<file path="config.mk">
export PLATFORM = sky130hd
export DESIGN_NAME = fifo_wr_arbiter
export DESIGN_NICKNAME = d
export VERILOG_FILES = /design/src/rtl/fifo_wr_arbiter.sv
export SDC_FILE = /design/constraint.sdc
export NUM_CORES = 1
export LEC_CHECK = 0
export CORE_AREA = 2 2 64 66
export CTS_CLUSTER_DIAMETER = 200
export DETAILED_ROUTE_END_ITERATION = 16
export DIE_AREA = 0 0 66 68
export PLACE_DENSITY = 0.89
export SLEW_MARGIN = 5
export SYNTH_ARGS = -nofsm -noshare
export SYNTH_HDL_FRONTEND = slang
export SYNTH_SLANG_ARGS = --single-unit
export TNS_END_PERCENT = 1
</file>
<file path="constraint.sdc">
create_clock -name wr_clk -period 6 [get_ports wr_clk]
set_clock_uncertainty 0.05 [all_clocks]
set_input_delay 1.8 -clock wr_clk [delete_from_list [all_inputs] [get_ports wr_clk]]
set_output_delay 1.8 -clock wr_clk [all_outputs]
set_load 0.005 [all_outputs]
</file>
<file path="src/rtl/fifo_wr_arbiter.sv">
// Write-port arbiter for the async FIFO: round-robin among N_REQ producers with a bounded burst,
// zero-latency combinational grant, stall on FIFO full, and a 16-bit accepted-write counter.
module fifo_wr_arbiter #(
    parameter int N_REQ   = 4,
    parameter int d_width = 8,
    parameter int BURST   = 4
) (
    input  logic                                  wr_clk,
    input  logic                                  reset,
    input  logic [N_REQ-1:0]                      req_i,
    input  logic [N_REQ*d_width-1:0]              req_data,
    input  logic                                  full_o,
    output logic [N_REQ-1:0]                      gnt_o,
    output logic                                  wr_en,
    output logic [d_width-1:0]                    wr_data,
    output logic [$clog2(N_REQ)-1:0]              owner_o,
    output logic                                  busy_o,
    output logic [15:0]                           wr_count_o
);
    localparam int OW = $clog2(N_REQ);
    localparam int CW = $clog2(BURST + 1);

    typedef enum logic {
        ST_IDLE,
        ST_BURST
    } state_t;

    state_t          state_q, state_d;
    logic [OW-1:0]   owner_q, owner_d;
    logic [CW-1:0]   cnt_q, cnt_d;
    logic [15:0]     wr_count_q, wr_count_d;

    logic [2*N_REQ-1:0] req_dbl;
    logic [N_REQ-1:0]   req_rot;
    logic               keep;
    logic               found;
    logic               grant;
    logic [OW:0]        off;
    logic [OW:0]        sum;
    logic [OW-1:0]      win;

    // Rotate the request vector so bit 0 is the requester just after the owner; owner lands last.
    assign req_dbl = {req_i, req_i};
    assign req_rot = req_dbl[{1'b0, owner_q} + (OW+1)'(1) +: N_REQ];

    always_comb begin
        keep  = (state_q == ST_BURST) && req_i[owner_q] && (cnt_q < CW'(BURST));
        found = 1'b0;
        off   = '0;
        for (int j = N_REQ - 1; j >= 0; j--) begin
            if (req_rot[j]) begin
                found = 1'b1;
                off   = (OW+1)'(j);
            end
        end
        sum = {1'b0, owner_q} + off + (OW+1)'(1);
        if (sum >= (OW+1)'(N_REQ)) begin
            sum = sum - (OW+1)'(N_REQ);
        end
        win = keep ? owner_q : sum[OW-1:0];
        // Reset suppresses the write port even though requests may be pending.
        grant = (keep || found) && !full_o && !reset;
    end

    generate
        for (genvar gi = 0; gi < N_REQ; gi++) begin : g_gnt
            assign gnt_o[gi] = grant && (win == OW'(gi));
        end
    endgenerate

    always_comb begin
        wr_data = '0;
        for (int k = 0; k < N_REQ; k++) begin
            if (gnt_o[k]) begin
                wr_data = wr_data | req_data[k*d_width +: d_width];
            end
        end
    end

    always_comb begin
        state_d    = state_q;
        owner_d    = owner_q;
        cnt_d      = cnt_q;
        wr_count_d = wr_count_q;
        if (grant) begin
            if (keep) begin
                cnt_d = cnt_q + CW'(1);
            end else begin
                owner_d = win;
                cnt_d   = CW'(1);
            end
            state_d    = ST_BURST;
            wr_count_d = wr_count_q + 16'd1;
        end else if (req_i == '0) begin
            state_d = ST_IDLE;
            cnt_d   = '0;
        end
    end

    always_ff @(posedge wr_clk) begin
        if (reset) begin
            state_q    <= ST_IDLE;
            owner_q    <= OW'(N_REQ - 1);
            cnt_q      <= '0;
            wr_count_q <= '0;
        end else begin
            state_q    <= state_d;
            owner_q    <= owner_d;
            cnt_q      <= cnt_d;
            wr_count_q <= wr_count_d;
        end
    end

    assign wr_en      = grant;
    assign owner_o    = owner_q;
    assign busy_o     = (state_q == ST_BURST);
    assign wr_count_o = wr_count_q;
endmodule
</file>
==> results, run 1 <==
- The run finished with clean final reports.
- The number of global-route vias before repair is 1550.
- The first global-routing pass estimated 6.76 mm of wire.
- The insertion delay to the later sink of the worst-skew pair is 0.26 ns.
- In the routed design, unresolved DRC markers number 0.
- The synthesized area is 1510 um2.
- Among all stages on the critical path, the largest delay is contributed by sky130_fd_sc_hd__or4_4.
- Derived from the worst setup path, the maximum achievable clock frequency is 169 MHz.
- In this run, distinct cell masters in the synthesized netlist total 46.
- The cell count after synthesis is 174.
- CTS placed an instance of sky130_fd_sc_hd__clkbuf_8 at the clock tree root.
- The worst reg2reg path depth is 11.
- The worst setup path is captured at an output pin.
- The initial cell density of the core is 39.0%.
- The final count of hold timing violations came to 0.
- The antenna diode instance count is 0.
- For the pin with the worst max-slew slack, the measured transition is 0.556 ns.
- The proportion of synthesized area in mux cells is 16.9%.
- Cells with a size suffix above 1 make up 22.8% of the layout.
- The routed layout has 1624 vias.
- Walking the worst path, the cells encountered are dlygate4sd2_1, or4_4, o221ai_2, a21oi_2, ha_2, nand2b_4, mux2i_4, mux2i_2, buf_4, buf_4, nor2_1, dlygate4sd2_1.
- Of the available clock period, the critical path in the final layout requires 98.7%.
- The max-cap violation count is 0.
- The critical path crosses 12 cells after its start point.
- Setup repair after global routing left no endpoint under its margin.
- The floorplan step set the die height to 68 um.
- The most instantiated library cell after synthesis is sky130_fd_sc_hd__nor2_1.
- STA classifies the critical path startpoint as an input pin.
- The fraction of synthesized cell area in xor and xnor cells is 8.73%.
- Ranked by instance count, the synthesized netlist is headed by 31 x sky130_fd_sc_hd__nor2_1, 22 x sky130_fd_sc_hd__dfxtp_1, 17 x sky130_fd_sc_hd__mux2i_1.
- Along the worst hold path, the cell count comes to 2.
- The routed design could run at a clock period as short as 5.92 ns.
- The global placement routability congestion is 0.761.
- The final non-filler cell total is 317.
- The pin count of the biggest net entering global routing is 20.
- The most used flip-flop cell after synthesis is sky130_fd_sc_hd__dfxtp_1.
- Summing the areas of all fa, ha and maj instances in the mapped netlist gives 2.49% of the synthesized area.
- The synthesized netlist devotes 11.5% of its cell area to compound gates.
- Ranked by total cell area, the synthesized netlist is headed by sky130_fd_sc_hd__dfxtp_1 29%, sky130_fd_sc_hd__mux2i_1 11%, sky130_fd_sc_hd__nor2_1 7.7%, sky130_fd_sc_hd__xor2_1 6.4%, sky130_fd_sc_hd__o22ai_1 3.3%.
- The die covers 4490 um2.
- The core region is 3860 um2.
- The required arrival time at the worst endpoint is 4.15 ns.
- The sequential element share of the synthesized area is 29.3%.
- The clock sink count is 22.
- The number of synthesized flops with an enable pin is 0.
- The number of warnings printed during yosys synthesis is 0.
- No sink is reached through more buffers than the 2 on the longest clock path.
- For this run, the slowest stage of the critical path takes 0.53 ns.
- Measured against its own limit, the worst slew margin works out to 62.8%.
- Synthesis inferred 22 register bits.
- After detailed routing, the average wire length per cell comes to 14.4 um.
- After detailed routing, the number of vias per cell comes to 5.12.
- The worst-path maximum fanout is 3.
- The number of hold buffers added after CTS is 0.
- During I/O placement, the number of pins put on the boundary was 71.
- The net count of the finished layout is 310.
- The net count of the mapped netlist is 216.
- The count of final max-slew check failures is 0.
- The area growth from synthesis to layout is 69.0%.
- The overall power after layout is 0.535 mW.
- Across the whole layout, storage elements account for 440 um2.
- The total track usage is 19.2%.
- The number of buffers added by the clock tree synthesis step is 3.
- The first detailed-routing pass ran for 4 iterations.
- The number of antenna violations at the first check in global routing is 0.
- The number of placed instances, taps included is 304.
- In this run the remaining antenna-violating nets after routing total 0.
- The tightest min-delay check is of the flip-flop to flip-flop type.
- The worst path buffer plus inverter count is 4.
- Global routing finished with a remaining overflow of 0.
- The multi-input combinational cell area is 1020 um2.
- From left edge to right edge, the die measures 66 um.
- The fraction of synthesis flops using an asynchronous set or reset pin is 0%.
- After synthesis, the largest family of logic cells by area is simple AND/OR/NAND/NOR gates.
- A synthesized cell averages 8.65 um2.
- Broken down by cell family, the worst path's largest delay share belongs to buffers and inverters.
- The number of H-tree branching levels is 1.
- Cells fill 66.0% of the core in the end.
- The critical path class is input pin to output pin.
- Setup violations remaining at the end of the flow were counted as 0.
- The wire length reported by the detailed router is 4.57 mm.
- Counting the fill cells in the layout gives 311.
- The synthesized design devotes to its leading area cell type 29.3% of total area.
- The register clock-pin slew on the reported worst setup and hold paths is 0.07 ns.
- The biggest area contributor in the post-synthesis netlist is sky130_fd_sc_hd__dfxtp_1.
- In this run the tool buffered the top-level ports with 70 buffer cells.
- The worst slack at placement is -0.330 ns.
- Summed over all cells, the static leakage comes to 1.08 nW.
- The worst-case IR drop observed on VDD is 213 uV.
- Data on the critical path arrives at its endpoint at 4.07 ns.
- For this block, the initial DRC count from the detailed router was 51.
- The CTS tree is done.
- The site row count is 23.
- After layout, the worst setup slack is 0.0804 ns.
- The simple-gate area share of the yosys netlist is 25.9%.
- Once detailed placement completed, the half-perimeter wirelength came to 3.20 mm.
- The total power density per cell area is 210 nW/um2.
[through the flow]
step	instance area [um2]	setup TNS [ns]	hold slack (ns)
after floorplan	1510	0	0.408
after global placement	2380	-2.68	0.423
after detailed placement	2380	-3.23	0.434
after CTS	2550	0	0.450
after global routing	2540	0	0.471
final	2540	0	0.450
[worst paths after layout]
check               endpoint        from  slack, ns
setup / recovery    gnt_o[2]    req_i[1]       0.08
hold / removal      cnt_q[2]    cnt_q[2]       0.45
setup reg to reg  owner_o[1]  owner_o[0]       3.49
hold reg to reg     cnt_q[2]    cnt_q[2]       0.45
[worst reg2reg max path, cell delays in order, from the launching register on]
cell and delay [ns]:
sky130_fd_sc_hd__dfxtp_1 0.55, sky130_fd_sc_hd__inv_2 0.15, sky130_fd_sc_hd__nor3b_1 0.23, sky130_fd_sc_hd__a21oi_1 0.08, sky130_fd_sc_hd__o221ai_2 0.16, sky130_fd_sc_hd__a21oi_2 0.07, sky130_fd_sc_hd__ha_2 0.20, sky130_fd_sc_hd__buf_4 0.14
sky130_fd_sc_hd__buf_4 0.13, sky130_fd_sc_hd__xnor2_1 0.13, sky130_fd_sc_hd__o21ai_0 0.17, sky130_fd_sc_hd__or3b_1 0.35
[cells in the final DEF (no fill, tap or decap), drive strengths merged, types with 3 or more instances in the layout]
cell type,instances
xor2,11
nand3,4
nor2,31
o22ai,8
and3,4
buf,29
a21oi,8
nand4,5
nor3,3
dfxtp,22
inv,5
nand2,7
dlygate4sd2,7
mux2i,20
xnor2,4
ha,3
or2,3
clkdlybuf4s50,54
nor3b,3
clkbuf,10
[repair_timing]
action / in CTS / in global routing
gates resized for setup: 29 / 14
pin swaps: 4 / 1
endpoints found under the hold margin: 0 / 0
cloned: 1 / 0
buffers inserted: 7 / 1
setup endpoints to repair: 12 / 10
[cell type report]
type | count | share of cell area, %
multi-input cells | 136 | 40.2
clock buffers | 3 | 1.62
inverters | 5 | 0.738
flip-flops and latches | 22 | 17.3
repair buffers | 100 | 36.4
clock inverters | 1 | 1.18
well taps | 50 | 2.46
[registers in the layout, indices dropped and copies added, names as in the netlist]
name        flops
owner_o         2
wr_count_o     16
cnt_q           3
busy_o          1
[cells by family (layout without fill, tap and decap cells)]
logic type	Yosys count	in the layout
XOR/XNOR	15	15
adder cells (fa/ha/maj)	3	3
AND/OR/NAND/NOR	71	71
flip-flops	22	22
buffers and inverters	16	109
AO/OA/AOI/OAI	25	25
multiplexers	22	22
[per-layer routing]
metal  part of all wire (%)  up-vias  GRT usage (%)
met5                      0        -              0
met4                    2.0        0           7.40
met3                    2.8       10           1.81
met2                     56       38           36.9
met1                     39      771           22.0
li1                       -      805              -
[power breakdown]
group          switching, mW  internal [mW]  total [mW]
Clock                 0.0482         0.0891       0.137
Sequential           0.00997          0.151       0.161
Combinational         0.0921          0.145       0.237
No activity file was read; power rests on OpenSTA's default activity.
==> run 2: changes to the inputs <==
--- a/config.mk
+++ b/config.mk
@@ -7,9 +7,10 @@
 export LEC_CHECK = 0
 export CORE_AREA = 2 2 64 66
 export CTS_CLUSTER_DIAMETER = 200
+export CTS_CLUSTER_SIZE = 30
 export DETAILED_ROUTE_END_ITERATION = 16
 export DIE_AREA = 0 0 66 68
-export PLACE_DENSITY = 0.89
+export PLACE_DENSITY_LB_ADDON = 0.15
 export SLEW_MARGIN = 5
 export SYNTH_ARGS = -nofsm -noshare
 export SYNTH_HDL_FRONTEND = slang
==> results, run 2 (synthesized netlist as in run 1, its figures left out) <==
- The worst-path maximum fanout came to 4 (+1).
- The number of violations reported at the end of detailed-routing iteration 0 is 76 (+49%).
- The total of endpoints with negative setup slack in the final report is 0 (unchanged).
- The overall power after layout came to 0.456 mW (-15%).
- The dominant delay contributor by cell family on the critical path is simple AND/OR/NAND/NOR gates.
- The area of the placeable core is 3860 um2 (unchanged).
- The flow ran to the end, and the final reports show no timing, DRC or antenna violations.
- The insertion delay to the later sink of the worst-skew pair is 0.25 ns (about the same).
- The number of flip-flops in the largest register was 16 (unchanged).
- The number of H-tree branching levels is 1 (unchanged).
- The number of vias per cell after detailed routing came to 4.92 (-4.0%).
- The required arrival time at the worst endpoint came to 4.15 ns (about the same).
- The total iterations of the first detailed-routing run is 4 (unchanged).
- The clock sink count is 22 (unchanged).
- The I/O pin count is 71 (unchanged).
- The average wire length per cell after detail routing is 13.0 um (-10%).
- The hold path depth is 2 (unchanged).
- The global-route wire length before repair is 6.29 mm (-7.0%).
- The count of final max-slew check failures is 0 (unchanged).
- The sink of the worst hold path is cnt_q[2].
- The max-cap violation count came to 0 (unchanged).
- The number of buffers on the longest clock path is 2 (unchanged).
- Setup repair after global routing left no endpoint under its margin.
- The layout-stage area growth over the synthesis result is 66.9%.
- Traced cell by cell, the critical path runs through dlymetal6s2s_1, nor2_1, or4_4, o221ai_2, a21oi_2, ha_2, nand2b_4, mux2i_4, mux2i_2, buf_6, nor2_1, clkdlybuf4s50_1.
- The horizontal extent of the die is 66 um (unchanged).
- The nature of the critical path startpoint is an input pin.
- The number of global-route vias before repair is 1365 (-12%).
- The path class of the tightest hold or removal check is flip-flop to flip-flop.
- The worst slack at placement was -0.265 ns (+0.0656 ns).
- The startpoint identified for the worst hold timing path is cnt_q[2].
- The final non-filler cell total is 314 (-0.95%).
- The cell chosen for the clock root is sky130_fd_sc_hd__clkbuf_8.
- The placed wire-length estimate after detailed placement is 3.11 mm (-2.9%).
- The top achievable clock speed was 170 MHz (+0.75%).
- The category of the worst setup path capture point is an output pin.
- The worst path buffer plus inverter count is 3 (-1).
- The cell leakage power is 1.08 nW (-0.23%).
- The CTS tree is done.
- The pin count of the biggest net entering global routing is 21 (+5.0%).
- Leaving out fill and tap cells, the most frequent cell in the layout is sky130_fd_sc_hd__clkdlybuf4s50_1.
- The design area was 2510 um2 (-1.2%).
- The total via count in the routed design came to 1545 (-4.9%).
- The register clock-pin slew on the reported worst setup and hold paths is 0.07 ns (about the same).
- The cell area after placement is 2380 um2 (unchanged).
- The proportion of layout cells with a drive suffix above 1 is 18.9% (-3.9 points).
- The time the final worst path needs with I/O delays and setup came to 5.88 ns (-0.0443 ns).
- The site row count is 23 (unchanged).
- The transition time of the tightest slew-check pin is 0.549 ns (-0.00730 ns).
- The total track usage is 17.9% (-1.3 points).
- The total power density per cell area is 181 nW/um2 (-14%).
- The post-layout worst setup margin was 0.125 ns (+0.0443 ns).
- The setup TNS was 0 ns (unchanged).
- The critical path class is input pin to output pin.
- The remaining design rule violation count was 0 (unchanged).
- The worst register-to-register path begins at owner_o[0].
- The number of placed instances, taps included was 304 (unchanged).
- The wire length reported by the detailed router was 4.08 mm (-11%).
- The total grt overflow came to 0 (unchanged).
- The slowest cell on the critical path is sky130_fd_sc_hd__or4_4.
- The antenna diode instance count is 0 (unchanged).
- The remaining number of nets flagged by the antenna check after routing came to 0 (unchanged).
- The worst reg2reg path depth was 11 (unchanged).
- The number of nets in the finished design is 308 (-0.65%).
- The endpoint identified for the worst register-to-register timing path is owner_o[1].
- The number of buffers added by the clock tree synthesis step is 3 (unchanged).
- The cell that appears most often on the critical path is sky130_fd_sc_hd__nor2_1.
- The initial cell density of the core is 39.0% (unchanged).
- The top cell types in the final layout, fill and taps aside, are 55 x sky130_fd_sc_hd__clkdlybuf4s50_1, 31 x sky130_fd_sc_hd__nor2_1, 23 x sky130_fd_sc_hd__buf_4.
- The final count of hold timing violations is 0 (unchanged).
- The worst supply voltage drop on vdd is 129 uV (-39%).
- The post-route fraction of the period consumed by the critical path is 97.9% (-0.74 points).
- The worst stage delay on the critical path is 0.52 ns (about the same).
- The number of antenna violations at the first check in global routing is 0 (unchanged).
- The count of buffers inserted at the top-level ports was 70 (unchanged).
- The number of hold buffers added after CTS was 0 (unchanged).
- The overall die height is 68 um (unchanged).
- The total die area came to 4490 um2 (unchanged).
- The slack of the worst reg-to-reg path is 3.54 ns (+0.05 ns).
- The relative slew slack came to 63.3% (+0.49 points).
- The global placement routability congestion came to 0.710 (-6.7%).
- The signal arrival time at the worst endpoint is 4.03 ns (-0.04 ns).
## run 2: cell count changes in the layout (fill, tap and decap cells not counted), sizes merged
| cell | before | now |
|---|---|---|
| bufbuf | 1 | 0 |
| bufinv | 1 | 0 |
| clkdlybuf4s15 | 2 | 6 |
| buf | 29 | 28 |
| clkdlybuf4s50 | 54 | 55 |
| dlygate4sd2 | 7 | 5 |
| clkbuf | 10 | 3 |
| dlymetal6s2s | 0 | 4 |
## run 2: worst max path at each step
stage,start,end,slack [ns],cells after the start
after CTS,req_i[2],gnt_o[2],-0.13,14
after detailed placement,req_i[2],wr_data[3],-0.26,13
after floorplan,req_i[1],wr_data[0],0.43,9
final,req_i[2],gnt_o[2],0.12,12
after global placement,req_i[2],wr_data[6],-0.23,13
after global routing,req_i[2],wr_data[6],0.03,13
## run 2: cell type report
type                            instances  area [um2]
Inverter                                5        18.8
Fill cell                             360        1340
Multi-Input combinational cell        136        1010
Timing Repair Buffer                   98         942
Clock buffer                            3        41.3
Tap cell                               50        62.6
Sequential cell                        22         440
## run 2: worst reg2reg max path: stages, from the launching register on
cell	delay, ns
sky130_fd_sc_hd__dfxtp_1	0.56
sky130_fd_sc_hd__inv_2	0.15
sky130_fd_sc_hd__nor3b_1	0.22
sky130_fd_sc_hd__a21oi_1	0.07
sky130_fd_sc_hd__o221ai_2	0.14
sky130_fd_sc_hd__a21oi_2	0.05
sky130_fd_sc_hd__ha_2	0.20
sky130_fd_sc_hd__buf_4	0.14
sky130_fd_sc_hd__buf_4	0.13
sky130_fd_sc_hd__xnor2_1	0.13
sky130_fd_sc_hd__o21ai_0	0.15
sky130_fd_sc_hd__or3b_1	0.35
## run 2: report_power, final
group	switching, mW	total (mW)	internal, mW	leakage (nW)
sequential	0.00908	0.160	0.151	0.179
combinational	0.0834	0.209	0.125	0.876
clock	0.0428	0.0875	0.0447	0.0216
## run 2: what timing repair did
action,4_1_cts,5_1_grt
buffers inserted,6,1
gates cloned,0,0
pin swaps,0,6
gates resized for setup,14,17
endpoints found under the setup margin,12,12
## run 2: metal layers
metal	routed length, um	GRT usage, %	up-vias
li1	-	-	804
met1	1810	22.8	708
met2	2080	31.2	29
met3	137	1.97	4
met4	53	6.89	0
met5	0	0	-
## run 2: stage by stage
stage | utilization (%) | hold WS, ns
after global routing | 65.2 | 0.467
after detailed placement | 61.7 | 0.441
after floorplan | - | 0.408
after CTS | 63.8 | 0.453
final | 65.2 | 0.444
after global placement | 61.7 | 0.422
==> run 3: changes to the inputs <==
--- a/config.mk
+++ b/config.mk
@@ -5,11 +5,11 @@
 export SDC_FILE = /design/constraint.sdc
 export NUM_CORES = 1
 export LEC_CHECK = 0
-export CORE_AREA = 2 2 64 66
+export CORE_AREA = 2 2 67 69
 export CTS_CLUSTER_DIAMETER = 200
 export CTS_CLUSTER_SIZE = 30
 export DETAILED_ROUTE_END_ITERATION = 16
-export DIE_AREA = 0 0 66 68
+export DIE_AREA = 0 0 69 71
 export PLACE_DENSITY_LB_ADDON = 0.15
 export SLEW_MARGIN = 5
 export SYNTH_ARGS = -nofsm -noshare
==> results, run 3 (synthesized netlist as in run 1, its figures left out) <==
- The flow ran to the end, and the final reports show no timing, DRC or antenna violations.
- The number of hold buffers added after CTS is 0 (unchanged).
- The worst supply voltage drop on vdd is 136 uV (+5.3%).
- The worst-path maximum fanout came to 4 (unchanged).
- The max-cap violation count came to 0 (unchanged).
- The final count of hold timing violations is 0 (unchanged).
- The register clock-pin slew on the reported worst setup and hold paths is 0.08 ns (about the same).
- The total die area is 4900 um2 (+9.2%).
- The insertion delay to the later sink of the worst-skew pair is 0.26 ns (about the same).
- The startpoint identified for the worst register-to-register timing path is owner_o[0].
- The post-route fraction of the period consumed by the critical path is 97.7% (-0.19 points).
- The wire length reported by the detailed router is 3.98 mm (-2.4%).
- The number of flip-flops in the largest register is 16 (unchanged).
- The count of final max-slew check failures was 0 (unchanged).
- Leaving out fill and tap cells, the most frequent cells in the layout are 54 x sky130_fd_sc_hd__clkdlybuf4s50_1, 31 x sky130_fd_sc_hd__nor2_1, 23 x sky130_fd_sc_hd__buf_4.
- The site row count was 24 (+4.3%).
- The placed wire-length estimate after detailed placement came to 3.08 mm (-1.0%).
- The number of placed instances, taps included was 308 (+1.3%).
- The source of the worst hold timing path is cnt_q[2].
- The cell area after placement is 2400 um2 (+0.74%).
- The critical path class is input pin to output pin.
- The total grt overflow was 0 (unchanged).
- The post-layout worst setup margin was 0.136 ns (+0.0111 ns).
- The clock sink count was 22 (unchanged).
- The total via count in the routed design was 1560 (+0.97%).
- The number of vias per cell after detailed routing is 4.94 (+0.33%).
- The number of buffers on the longest clock path is 2 (unchanged).
- The total power density per cell area is 201 nW/um2 (+11%).
- The number of global-route vias before repair is 1406 (+3.0%).
- The total track usage is 16.3% (-1.6 points).
- The cell chosen for the clock root is sky130_fd_sc_hd__clkbuf_8.
- In this run the worst hold path is classified as flip-flop to flip-flop.
- The total iterations of the first detailed-routing run came to 4 (unchanged).
- The worst path buffer plus inverter count was 4 (+1).
- The slowest cell on the critical path is sky130_fd_sc_hd__or4_1.
- The proportion of layout cells with a drive suffix above 1 is 17.8% (-1.1 points).
- The relative slew slack is 63.6% (+0.35 points).
- The horizontal extent of the die is 69 um (+4.5%).
- The number of nets in the finished design came to 307 (-0.32%).
- The antenna diode instance count is 0 (unchanged).
- The average wire length per cell after detail routing was 12.6 um (-3.0%).
- The cell leakage power is 1.06 nW (-1.4%).
- The layout-stage area growth over the synthesis result is 66.9% (unchanged).
- The number of buffers added by the clock tree synthesis step came to 3 (unchanged).
- The global-route wire length before repair is 6.78 mm (+7.7%).
- The global placement routability congestion was 0.825 (+16%).
- The utilization after layout is 59.8% (-5.4 points).
- The worst setup path is launched from an input pin.
- The worst stage delay on the critical path is 0.46 ns (-0.06 ns).
- The pin count of the biggest net entering global routing is 21 (unchanged).
- The required arrival time at the worst endpoint was 4.15 ns (about the same).
- The final non-filler cell total is 316 (+0.64%).
- The signal arrival time at the worst endpoint is 4.01 ns (-0.02 ns).
- The overall die height is 71 um (+4.4%).
- The overall power after layout was 0.505 mW (+11%).
- The top achievable clock speed is 171 MHz (+0.19%).
- The number of violations reported at the end of detailed-routing iteration 0 is 9 (-88%).
- The number of antenna violations at the first check in global routing is 0 (unchanged).
- The number of H-tree branching levels is 1 (unchanged).
- The most critical setup path has its startpoint at req_i[3].
- The CTS tree is done.
- Walking the worst path, the cells encountered are dlygate4sd2_1, or4_1, o221ai_1, a21oi_1, ha_2, nand2b_4, mux2i_4, mux2i_2, buf_4, buf_4, o22ai_1, dlygate4sd2_1.
- The time the final worst path needs with I/O delays and setup was 5.86 ns (-0.0111 ns).
- Leaving out fill and tap cells, the most frequent cell in the layout is sky130_fd_sc_hd__clkdlybuf4s50_1.
- The I/O pin count came to 71 (unchanged).
- The count of buffers inserted at the top-level ports is 70 (unchanged).
- Setup repair after global routing left no endpoint under its margin.
- The multi-input combinational cell area is 993 um2 (-1.4%).
- The setup TNS is 0 ns (unchanged).
- The dominant delay contributor by cell family on the critical path is buffers and inverters.
- The remaining number of nets flagged by the antenna check after routing came to 0 (unchanged).
- The area of the placeable core was 4200 um2 (+9.0%).
- The hold slack is 0.446 ns (+0.00197 ns).
- The remaining design rule violation count is 0 (unchanged).
- STA classifies the critical path endpoint as an output pin.
- The total of endpoints with negative setup slack in the final report is 0 (unchanged).
- The worst slack at placement is -0.282 ns (-0.0170 ns).
- The initial cell density of the core is 35.8% (-3.2 points).
- The transition time of the tightest slew-check pin is 0.544 ns (-0.00517 ns).
- The design area is 2510 um2 (unchanged).
- The sequential standard cell area is 440 um2 (unchanged).
- The layout filler cell count is 383 (+6.4%).
==> run 3: metal layers <==
layer	global-route usage (%)	up-vias	wire length, um
met1	22.8	699	1950
met5	0	-	0
met4	3.92	0	29
met3	3.85	2	309
li1	-	796	-
met2	25.5	63	1690
==> run 3: where the power goes <==
group	internal, mW	switching [mW]	total (mW)
Clock	0.0892	0.0507	0.140
Combinational	0.124	0.0819	0.206
Sequential	0.151	0.00837	0.159
Total	0.364	0.141	0.505
==> run 3: worst paths after layout <==
kind         slack, ns  cells past startpoint    endpoint
max               0.14                     12  wr_data[0]
min               0.45                      2    cnt_q[2]
max reg2reg       3.74                     10  owner_o[1]
min reg2reg       0.45                      2    cnt_q[2]
==> run 3: final cells by class <==
class	instances	share of cell area, %
multi-input cells	136	39.5
well taps	52	2.59
clock buffers	3	1.64
repair buffers	97	36.8
flip-flops and latches	22	17.5
inverters	5	0.747
clock inverters	1	1.20
==> run 3: tightest hold or removal path, cell delays in order, from the launching register on <==
cell and delay (ns):
sky130_fd_sc_hd__dfxtp_1 0.33, sky130_fd_sc_hd__a21oi_1 0.06, sky130_fd_sc_hd__nor2_1 0.07
==> run 3: timing repair <==
| item | 4_1_cts | 5_1_grt |
|---|---|---|
| hold endpoints to repair | 0 | 0 |
| pin swaps | 2 | 1 |
| cloned | 0 | 0 |
| gates resized for setup | 25 | 2 |
| buffers inserted | 3 | 1 |
| setup endpoints to repair | 12 | 5 |
